## src/rtl/bus_window_pkg.sv

```systemverilog
// Shared types and default parameters for the bus window controller.
// The MIRROR attribute is only honoured when BUS_WINDOW_MIRROR_EN is defined.
package bus_window_pkg;

    localparam int DEF_ADDR_W    = 16;
    localparam int DEF_NUM_CFG   = 16;
    localparam int DEF_NUM_WIN   = 4;
    localparam int DEF_WR_SETTLE = 2;

    typedef enum logic [1:0] {
        ATTR_OFF    = 2'b00,
        ATTR_RAM    = 2'b01,
        ATTR_ROM    = 2'b10,
        ATTR_MIRROR = 2'b11
    } attr_t;

    typedef enum logic [2:0] {
        IDLE,
        LATCH,
        DECODE,
        ACCESS,
        HOLD
    } state_t;

endpackage

```

## src/rtl/bus_window_table.sv

```systemverilog
// Runtime-loadable window table: per-configuration address windows with a
// half-open range compare and a lowest-index-wins priority encoder.
module bus_window_table
    import bus_window_pkg::*;
#(
    parameter int ADDR_W  = DEF_ADDR_W,
    parameter int NUM_CFG = DEF_NUM_CFG,
    parameter int NUM_WIN = DEF_NUM_WIN
) (
    input  logic                       clk,
    input  logic                       rst,
    input  logic                       tbl_wr,
    input  logic [$clog2(NUM_CFG)-1:0] tbl_cfg,
    input  logic [$clog2(NUM_WIN)-1:0] tbl_win,
    input  logic [ADDR_W-1:0]          tbl_start,
    input  logic [ADDR_W-1:0]          tbl_end,
    input  logic [1:0]                 tbl_attr,
    input  logic [$clog2(NUM_CFG)-1:0] sel_cfg,
    input  logic [ADDR_W-1:0]          sel_addr,
    output logic [NUM_WIN-1:0]         hit,
    output attr_t                      attr,
    output logic [ADDR_W-1:0]          start
);

    logic [ADDR_W-1:0] start_q [NUM_CFG][NUM_WIN];
    logic [ADDR_W-1:0] end_q   [NUM_CFG][NUM_WIN];
    attr_t             attr_q  [NUM_CFG][NUM_WIN];
    logic [NUM_WIN-1:0] match;
    logic               found;

    always_ff @(posedge clk) begin
        if (rst) begin
            for (int c = 0; c < NUM_CFG; c++) begin
                for (int w = 0; w < NUM_WIN; w++) begin
                    start_q[c][w] <= '0;
                    end_q[c][w]   <= '0;
                    attr_q[c][w]  <= ATTR_OFF;
                end
            end
        end else if (tbl_wr) begin
            start_q[tbl_cfg][tbl_win] <= tbl_start;
            end_q[tbl_cfg][tbl_win]   <= tbl_end;
            attr_q[tbl_cfg][tbl_win]  <= attr_t'(tbl_attr);
        end
    end

    // An empty or inverted window (start >= end) can never match.
    always_comb begin
        match = '0;
        for (int w = 0; w < NUM_WIN; w++) begin
            match[w] = (start_q[sel_cfg][w] < end_q[sel_cfg][w]) &&
                       (sel_addr >= start_q[sel_cfg][w]) &&
                       (sel_addr <  end_q[sel_cfg][w]);
        end
    end

    always_comb begin
        hit   = '0;
        attr  = ATTR_OFF;
        start = '0;
        found = 1'b0;
        for (int w = 0; w < NUM_WIN; w++) begin
            if (match[w] && !found) begin
                found  = 1'b1;
                hit[w] = 1'b1;
                attr   = attr_q[sel_cfg][w];
                start  = start_q[sel_cfg][w];
            end
        end
    end

endmodule

```

## src/rtl/bus_window_ctrl.sv

```systemverilog
// Host-bus window decoder: synchronises phi2, decodes each bus cycle against the
// window table and drives registered RAM/bus controls. Macro: BUS_WINDOW_MIRROR_EN.
module bus_window_ctrl
    import bus_window_pkg::*;
#(
    parameter int ADDR_W    = DEF_ADDR_W,
    parameter int NUM_CFG   = DEF_NUM_CFG,
    parameter int NUM_WIN   = DEF_NUM_WIN,
    parameter int WR_SETTLE = DEF_WR_SETTLE
) (
    input  logic                       clk,
    input  logic                       rst,
    input  logic [ADDR_W-1:0]          address,
    input  logic                       phi2,
    input  logic                       rwbar,
    input  logic                       halt,
    input  logic [$clog2(NUM_CFG)-1:0] config_sel,
    input  logic                       tbl_wr,
    input  logic [$clog2(NUM_CFG)-1:0] tbl_cfg,
    input  logic [$clog2(NUM_WIN)-1:0] tbl_win,
    input  logic [ADDR_W-1:0]          tbl_start,
    input  logic [ADDR_W-1:0]          tbl_end,
    input  logic [1:0]                 tbl_attr,
    output logic                       ram_cs,
    output logic                       ram_we,
    output logic [ADDR_W-1:0]          ram_addr,
    output logic                       data_oe,
    output logic                       bus_en_n,
    output logic [NUM_WIN-1:0]         win_hit,
    output logic [ADDR_W-1:0]          win_offset,
    output logic                       mirror_we,
    output logic [ADDR_W-1:0]          mirror_addr,
    output logic                       late_err
);

    state_t state, state_nxt;
    logic   phi2_s1, phi2_s2, phi2_s3;
    logic   phi2_rise, phi2_low;

    logic [ADDR_W-1:0]          lat_addr, lat_addr_nxt;
    logic                       lat_rw, lat_rw_nxt;
    logic [$clog2(NUM_CFG)-1:0] lat_cfg, lat_cfg_nxt;
    logic [3:0]                 settle_cnt, settle_nxt;
    attr_t                      acc_attr, acc_attr_nxt;

    logic                ram_cs_nxt, ram_we_nxt, data_oe_nxt, bus_en_n_nxt;
    logic                mirror_we_nxt, late_err_nxt, release_out;
    logic [NUM_WIN-1:0]  win_hit_nxt, tbl_hit;
    logic [ADDR_W-1:0]   win_offset_nxt, ram_addr_nxt, mirror_addr_nxt;
    logic [ADDR_W-1:0]   tbl_start_sel, offset;
    attr_t               tbl_attr_sel, eff_attr;

    // Left out of reset so a phi2 already high at reset release is not seen as a new edge.
    always_ff @(posedge clk) begin
        phi2_s1 <= phi2;
        phi2_s2 <= phi2_s1;
        phi2_s3 <= phi2_s2;
    end

    assign phi2_rise = phi2_s2 & ~phi2_s3;
    assign phi2_low  = ~phi2_s3;

    bus_window_table #(
        .ADDR_W  (ADDR_W),
        .NUM_CFG (NUM_CFG),
        .NUM_WIN (NUM_WIN)
    ) u_table (
        .clk       (clk),
        .rst       (rst),
        .tbl_wr    (tbl_wr),
        .tbl_cfg   (tbl_cfg),
        .tbl_win   (tbl_win),
        .tbl_start (tbl_start),
        .tbl_end   (tbl_end),
        .tbl_attr  (tbl_attr),
        .sel_cfg   (lat_cfg),
        .sel_addr  (lat_addr),
        .hit       (tbl_hit),
        .attr      (tbl_attr_sel),
        .start     (tbl_start_sel)
    );

`ifdef BUS_WINDOW_MIRROR_EN
    assign eff_attr = tbl_attr_sel;
`else
    assign eff_attr = (tbl_attr_sel == ATTR_MIRROR) ? ATTR_OFF : tbl_attr_sel;
`endif

    assign offset = lat_addr - tbl_start_sel;

    always_ff @(posedge clk) begin
        if (rst) begin
            state       <= IDLE;
            lat_addr    <= '0;
            lat_rw      <= 1'b1;
            lat_cfg     <= '0;
            settle_cnt  <= '0;
            acc_attr    <= ATTR_OFF;
            ram_cs      <= 1'b0;
            ram_we      <= 1'b0;
            data_oe     <= 1'b0;
            bus_en_n    <= 1'b1;
            win_hit     <= '0;
            win_offset  <= '0;
            ram_addr    <= '0;
            mirror_we   <= 1'b0;
            mirror_addr <= '0;
            late_err    <= 1'b0;
        end else begin
            state       <= state_nxt;
            lat_addr    <= lat_addr_nxt;
            lat_rw      <= lat_rw_nxt;
            lat_cfg     <= lat_cfg_nxt;
            settle_cnt  <= settle_nxt;
            acc_attr    <= acc_attr_nxt;
            ram_cs      <= ram_cs_nxt;
            ram_we      <= ram_we_nxt;
            data_oe     <= data_oe_nxt;
            bus_en_n    <= bus_en_n_nxt;
            win_hit     <= win_hit_nxt;
            win_offset  <= win_offset_nxt;
            ram_addr    <= ram_addr_nxt;
            mirror_we   <= mirror_we_nxt;
            mirror_addr <= mirror_addr_nxt;
            late_err    <= late_err_nxt;
        end
    end

    always_comb begin
        state_nxt       = state;
        lat_addr_nxt    = lat_addr;
        lat_rw_nxt      = lat_rw;
        lat_cfg_nxt     = lat_cfg;
        settle_nxt      = settle_cnt;
        acc_attr_nxt    = acc_attr;
        ram_cs_nxt      = ram_cs;
        data_oe_nxt     = data_oe;
        bus_en_n_nxt    = bus_en_n;
        win_hit_nxt     = win_hit;
        win_offset_nxt  = win_offset;
        ram_addr_nxt    = ram_addr;
        mirror_addr_nxt = mirror_addr;
        ram_we_nxt      = 1'b0;
        mirror_we_nxt   = 1'b0;
        late_err_nxt    = late_err;
        release_out     = 1'b0;

        case (state)
            IDLE: begin
                if (phi2_rise && !halt) begin
                    state_nxt    = LATCH;
                    lat_addr_nxt = address;
                    lat_rw_nxt   = rwbar;
                    lat_cfg_nxt  = config_sel;
                end
            end
            LATCH: state_nxt = DECODE;
            DECODE: begin
                if ((|tbl_hit) && (eff_attr != ATTR_OFF)) begin
                    state_nxt      = ACCESS;
                    acc_attr_nxt   = eff_attr;
                    settle_nxt     = 4'(WR_SETTLE);
                    win_hit_nxt    = tbl_hit;
                    win_offset_nxt = offset;
                    ram_addr_nxt   = lat_addr;
                    if (lat_rw) begin
                        ram_cs_nxt   = 1'b1;
                        data_oe_nxt  = (eff_attr != ATTR_MIRROR);
                        bus_en_n_nxt = (eff_attr == ATTR_MIRROR);
                    end else begin
                        case (eff_attr)
                            ATTR_RAM: begin
                                ram_cs_nxt   = 1'b1;
                                bus_en_n_nxt = 1'b0;
                            end
                            ATTR_MIRROR: begin
                                bus_en_n_nxt    = 1'b0;
                                mirror_addr_nxt = offset;
                            end
                            default: ;
                        endcase
                    end
                end else begin
                    state_nxt = HOLD;
                end
            end
            ACCESS: begin
                // A pending write strobe loses to phi2 falling, even on its own cycle.
                if (lat_rw || acc_attr == ATTR_ROM) begin
                    state_nxt = HOLD;
                end else if (phi2_low) begin
                    state_nxt    = IDLE;
                    release_out  = 1'b1;
                    late_err_nxt = 1'b1;
                end else if (settle_cnt == 4'd1) begin
                    state_nxt = HOLD;
                    if (acc_attr == ATTR_RAM) begin
                        ram_we_nxt = 1'b1;
                    end else begin
                        mirror_we_nxt = 1'b1;
                    end
                end else begin
                    settle_nxt = settle_cnt - 4'd1;
                end
            end
            HOLD: begin
                if (phi2_low) begin
                    state_nxt   = IDLE;
                    release_out = 1'b1;
                end
            end
            default: begin
                state_nxt   = IDLE;
                release_out = 1'b1;
            end
        endcase

        if (release_out) begin
            ram_cs_nxt      = 1'b0;
            data_oe_nxt     = 1'b0;
            bus_en_n_nxt    = 1'b1;
            win_hit_nxt     = '0;
            win_offset_nxt  = '0;
            ram_addr_nxt    = '0;
            mirror_addr_nxt = '0;
        end
    end

endmodule

```

## config.mk

```make
export PLATFORM = sky130hd
export DESIGN_NAME = bus_window_ctrl
export DESIGN_NICKNAME = d
export VERILOG_FILES = /design/src/rtl/bus_window_pkg.sv /design/src/rtl/bus_window_table.sv /design/src/rtl/bus_window_ctrl.sv
export SDC_FILE = /design/constraint.sdc
export NUM_CORES = 2
export LEC_CHECK = 0
export ABC_CLOCK_PERIOD_IN_PS = 9400
export BUFFER_PORTS_ARGS = -buffer_cell sky130_fd_sc_hd__buf_2
export CAP_MARGIN = 20
export CORE_MARGIN = 2
export CORE_UTILIZATION = 60
export CTS_BUF_LIST = sky130_fd_sc_hd__clkbuf_4 sky130_fd_sc_hd__clkbuf_8
export CTS_CLUSTER_DIAMETER = 60
export CTS_CLUSTER_SIZE = 30
export DETAILED_ROUTE_END_ITERATION = 10
export GPL_ROUTABILITY_DRIVEN = 0
export GPL_TIMING_DRIVEN = 0
export PLACE_DENSITY = 0.76
export SLEW_MARGIN = 40
export SYNTH_ARGS = -nofsm -noshare
export SYNTH_HDL_FRONTEND = slang
export SYNTH_SLANG_ARGS = --single-unit
```

## constraint.sdc

```tcl
create_clock -name clk -period 9.4 [get_ports clk]
set_input_delay 1.41 -clock clk [delete_from_list [all_inputs] [get_ports clk]]
set_output_delay 1.41 -clock clk [all_outputs]
set_load 0.05 [all_outputs]
```

=== Word-level counts from Yosys, hierarchy flattened ===
Memory sizes are Yosys's and may differ from the RTL's. A register that Yosys moved wholly into a read port is not among the register bits.
Cells that the tools add are included.

* Flip-flop bits (word level): 91
* Bits in latches: 0
* RAM bits: 2176
* ROM bits: 0
* Bits of input ports: 66
* Output and inout port bits: 58
* Logic and storage cells: 165
* Memories: 3

* Add/subtract/negate cells: 2
* Multipliers: 0
* Div/mod/pow operators: 0
* Magnitude comparators: 14
* Equal/unequal tests: 18
* Shift-type cells: 0
* Mux-type cells: 61
* Bitwise gates (word level): 7
* Reduce and logical (&&, ||, !) cells: 41

{| class="wikitable"
|+ Memory list
! memory !! depth !! width !! rd ports !! clocked after Yosys merged registers in !! wr ports !! RTL line !! RTL
|-
| u_table.end_q || 16 || 64 || 1 || 1 || 16 || bus_window_table.sv:26 || <nowiki>logic [ADDR_W-1:0] end_q [NUM_CFG][NUM_WIN];</nowiki>
|-
| u_table.start_q || 16 || 64 || 1 || 1 || 16 || bus_window_table.sv:25 || <nowiki>logic [ADDR_W-1:0] start_q [NUM_CFG][NUM_WIN];</nowiki>
|-
| u_table.attr_q || 16 || 8 || 1 || 1 || 16 || bus_window_table.sv:27 || <nowiki>attr_t attr_q [NUM_CFG][NUM_WIN];</nowiki>
|}

{| class="wikitable"
|+ Operators with widths
! operator !! count
|-
| 64-bit two-way mux || 5
|-
| 16-bit < comparator || 8
|-
| 64-bit OR reduction || 2
|-
| 16-bit two-way mux || 5
|-
| 16-bit greater-or-equal comparator || 4
|-
| 4-bit two-way mux || 13
|-
| 16-bit demux with 2-bit select || 1
|-
| 8-bit two-way mux || 3
|-
| 1-bit two-way mux || 18
|-
| 3-bit two-way mux || 6
|-
| 16-bit subtractor || 1
|-
| 3-bit case mux with 5 select lines || 1
|-
| 3-bit AND reduction || 5
|-
| 1-bit logical AND || 14
|-
| 2-bit inequality test, second input constant || 7
|-
| 2-bit two-way mux || 6
|-
| 4-bit case mux with 2 select lines || 1
|-
| 2-bit nonzero test || 4
|-
| 8-bit OR reduction || 1
|-
| 2-bit equality test, second input constant || 3
|-
| 3-bit by 2-bit equality test with 1-bit output, second input constant || 2
|-
| 1-bit NOT || 5
|-
| 5-bit AND reduction || 1
|-
| 5-bit OR reduction || 1
|-
| other kinds (20) || 26
|}

=== Logic depth before layout (Yosys ltp) ===
* Word-level depth: 19
* Mapped depth: 37
* Gate-level depth less buffers: 26

=== Hierarchy ===
Synthesis repeated with hierarchy kept, for this count alone.

* Cell total of the unflattened synthesis: 7080
* Area, all modules: 106808.7 um^2

{| class="wikitable"
|+ Modules (own cells, without submodules)
! module !! times used !! cells each !! area an instance (um^2)
|-
| bus_window_table || 1 || 6555 || 102662.2
|-
| bus_window_ctrl || 1 || 525 || 4146.5
|}

=== Worst setup path after synthesis ===
No wires, ideal clock.

* Path type: register to register
* Start: reg (tool-made name)
* End: reg mirror_addr[15]
* Arrival time: 8.473 ns
* Data required time: 9.314 ns
* Setup slack: 0.841 ns
* Stages on the path, launching flop included: 37
* Path buffers: 11
* Clock period less this slack: 8.559 ns
* Path through: dfxtp_1 buf_6 buf_6 buf_6 buf_4 buf_2 buf_4 buf_4 buf_2 buf_2 mux4_2 mux4_2 inv_1 ha_1 a21oi_1 nand2_1 a2111oi_0 o211ai_1 a211o_1 or4_1 clkbuf_1 nor2_1 buf_2 a22oi_1 nor2_1 a221oi_1 ha_1 o21a_1 o31a_1 o211a_1 o21a_1 o21a_1 o41ai_1 o21ai_0 a31oi_1 xor3_1 a211oi_1

{| class="wikitable"
|+ RTL lines
! what !! RTL line !! RTL
|-
| to (signal assigned) || bus_window_ctrl.sv:124 || <nowiki>mirror_addr <= mirror_addr_nxt;</nowiki>
|-
| to (decl) || bus_window_ctrl.sv:32 || <nowiki>output logic [ADDR_W-1:0] mirror_addr,</nowiki>
|}

==> impl_metrics.py <==
metrics = {
    "setup_path": {
        "cp-end-kind": "flip-flop",
        "crit_required_ns": 10.36,
        "worst_r2r_endpoint": "win_offset[15]",
        "start_kind": "flip-flop",
        "path_class": "reg -> reg",
        "crit_fanout": 19,
        "reg2reg_setup_slack_ns": -0.14,
        "slowest_stage": "clkbuf_1",
        "worst_ep_arrival_time_ns": 10.49,
        "reg2reg_depth": 29,
        "slowest_delay_ns": 0.72,
    },
    "yosys": {
        "synth_top_area_share": 0.6145,
        "synth_area_mm2": 0.1063,
        "ys.flop_type": "edfxtp_1",
        "syn_area_per_cell_um2": 15.34,
        "synth_area_leader_cell": "edfxtp_1",
        "yosysSeqAreaShare": 0.6324,
        "synthesis.nets": 7203,
        "synthTopCellsByArea": "edfxtp_1 (61%), mux4_2 (14%), and2_1 (13%)",
        "yosysWarnings": 0,
        "async_flop_share": 0,
        "synthCells": 6933,
        "synth-edff-count": 2176,
        "ys_seq_elements": 2271,
        "synthDistinctLibCells": 65,
    },
    "status": {
        "violations": "setup timing",
        "status": "finished with violations",
    },
    "sta": {
        "finClkSkew_ns": 0.09876,
        "tightest_slew_ns": 1.031,
        "setup_ws_ns": -0.1388,
        "slew_headroom": 0.3127,
        "tns_ns": -0.2535,
        "fin_crit_ns": 9.539,
        "setup_viol": 2,
        "grt_setup_unrepaired": "no",
        "final_max_slew_viol_count": 0,
        "hold_viol": 0,
        "max_freq_mhz": 104.8,
        "fin_crit_sh": 1.015,
        "hold_slack_ns": 0.3665,
    },
    "clock_network": {
        "cts_tree": "done",
        "clkLatencyLatePin_ns": 1.12,
        "clkSlewWorstSetupHoldPaths_ns": 0.16,
        "numCtsBuffers": 141,
        "htreeDepth": 4,
        "clock_path_buffers": 3,
        "cts_hold_buf": 0,
        "cts_root_buf": "clkbuf_8",
        "cts_sinks": 2271,
    },
    "global_route": {
        "antenna_found_initial": 47,
        "grt_pass1_vias": 66500,
        "grt_max_degree": 31,
        "grt-ovfl-total": 0,
        "grt_pass1_wl_um": 509000,
        "grt_usage": 0.4141,
    },
    "power": {
        "ir_drop_mv": 0.1439,
        "leakage_nw": 40.62,
        "power_per_cell_area_mw_per_mm2": 165.6,
    },
    "detailed_routing": {
        "viasPerCell": 7.062,
        "first_pass_iters": 9,
        "drcViolationCount": 0,
        "routed_wl_um": 373900,
        "drt_iter0_markers": 13500,
        "post_drt_wl_per_cell_um": 38.00,
        "vias": 69490,
        "antenna_left": 0,
    },
    "layout": {
        "final_cell_mix": "and2_1 (2184), edfxtp_1 (2176), mux4_2 (672)",
        "layout-drive-gt1-share": 0.2059,
        "final_cells": 9839,
        "nets": 7603,
        "mostFrequentLayoutCell": "and2_1",
        "stdcell_area_mm2": 0.1179,
        "fin_util": 0.6693,
        "register_area_mm2": 0.06727,
        "num-fill-cells": 11800,
        "multi_input_area_mm2": 0.03694,
        "area_growth_pct": 10.85,
    },
    "worst_hold_path": {
        "hold_class": "reg -> reg",
        "hold_depth": 0,
        "holdCritStartpoint": "phi2_s2",
        "worstHoldEndpoint": "phi2_s3",
    },
    "floorplan": {
        "die_w_um": 425.0,
        "core-area_mm2": 0.1761,
        "die_h_um": 425.0,
        "start_util": 0.6038,
        "io_pins": 124,
        "rows": 154,
        "design.die.area_mm2": 0.1806,
    },
    "placed_design": {
        "place_area_mm2": 0.1136,
        "port_buffers": 89,
        "hpwl_um": 279400,
        "dpl.cell_count": 9528,
    },
    "run": {
        "maxCapViolCount": 0,
    },
}
==> flip-flops by register name (all words and copies together), names as in the netlist, 4 cells and up, named ones only <==
| signal | count |
|---|---|
| u_table.end_q | 1024 |
| u_table.start_q | 1024 |
| u_table.attr_q | 128 |
| lat_addr | 16 |
| mirror_addr | 16 |
| ram_addr | 16 |
| win_offset | 16 |
| lat_cfg | 4 |
| settle_cnt | 4 |
| win_hit | 4 |
==> per-layer routing <==
metal,up-vias,track usage,part of all wire
met5,-,0.01905,0.0019
met4,28,0.2514,0.073
met3,1447,0.1790,0.17
met2,6891,0.5904,0.43
met1,34800,0.5248,0.32
li1,26330,-,-
==> area by class of cell <==
| type | count | share of cell area |
|---|---|---|
| Sequential cell | 2271 | 0.5707 |
| Clock inverter | 108 | 0.01148 |
| Buffer | 627 | 0.02673 |
| Tap cell | 2340 | 0.02484 |
| Timing Repair Buffer | 263 | 0.02960 |
| Multi-Input combinational cell | 3889 | 0.3134 |
| Inverter | 140 | 0.004458 |
| Clock buffer | 153 | 0.01776 |
| Antenna cell | 48 | 0.001019 |
==> cell usage after synthesis, types with 39 or more instances <==
master    number
inv_1        140
o21ai_0       96
clkbuf_1     495
mux2i_1       39
buf_2         71
and2_1      2184
nand2_1      121
ha_1         203
mux4_2       672
buf_1         54
a21oi_1       95
nor2_1       172
edfxtp_1    2176
dfxtp_1       95
==> timing repair <==
item,4_1_cts,5_1_grt
setup endpoints to repair,64,12
hold endpoints to repair,0,0
resized for setup,125,51
cloned,1,0
buffers inserted,3,1
pin swaps,2,1
==> worst max-delay path by stage <==
stage | startpoint | end | slack, ns | depth (start not counted)
global placement | flip-flop | win_offset[15] | -2.96 | 29
global route | flip-flop | win_offset[15] | 0.003 | 32
detailed placement | flip-flop | win_offset[15] | -2.05 | 33
floorplan | flip-flop | mirror_addr[15] | 0.84 | 36
CTS | flip-flop | win_offset[15] | 0.01 | 34
finish | flip-flop | win_offset[15] | -0.14 | 29
==> per-stage QoR <==
step	power [W]	setup WS (ns)
after floorplan	0.01293	0.8412
after global placement	0.01376	-2.956
after detailed placement	0.01393	-2.054
after CTS	0.01927	0.01129
after global routing	0.01977	0.002659
final	0.01952	-0.1388
==> worst max-delay path: cells and delay by family (launching register included) <==
family                   cells  cell delay, ns
AO/OA/AOI/OAI               12            2.98
XOR/XNOR                     1            0.42
adder cells (fa/ha/maj)      2            0.69
buffers and inverters        7            2.53
flip-flops                   1            0.46
multiplexers                 2            1.13
AND/OR/NAND/NOR              5            1.12
==> power by group <==
part,switching [W],internal (W),leakage [nW]
registers,0.000172,0.0115,21.4
logic,0.00140,0.000746,17.5
clock network,0.00371,0.00195,1.70
total,0.00529,0.0142,40.6
==> cell families (layout without fill, tap and decap cells) <==
logic type	count (synthesis)	count (layout)	synth area share
AND/OR/NAND/NOR	2621	2621	0.1472
flip-flops	2271	2271	0.6324
buffers and inverters	773	1291	0.02869
multiplexers	715	715	0.1464
AO/OA/AOI/OAI	337	337	0.02010
adder cells (fa/ha/maj)	204	204	0.02408
XOR/XNOR	12	12	0.001130
other	0	48	0
No activity file was read; power rests on OpenSTA's default activity.
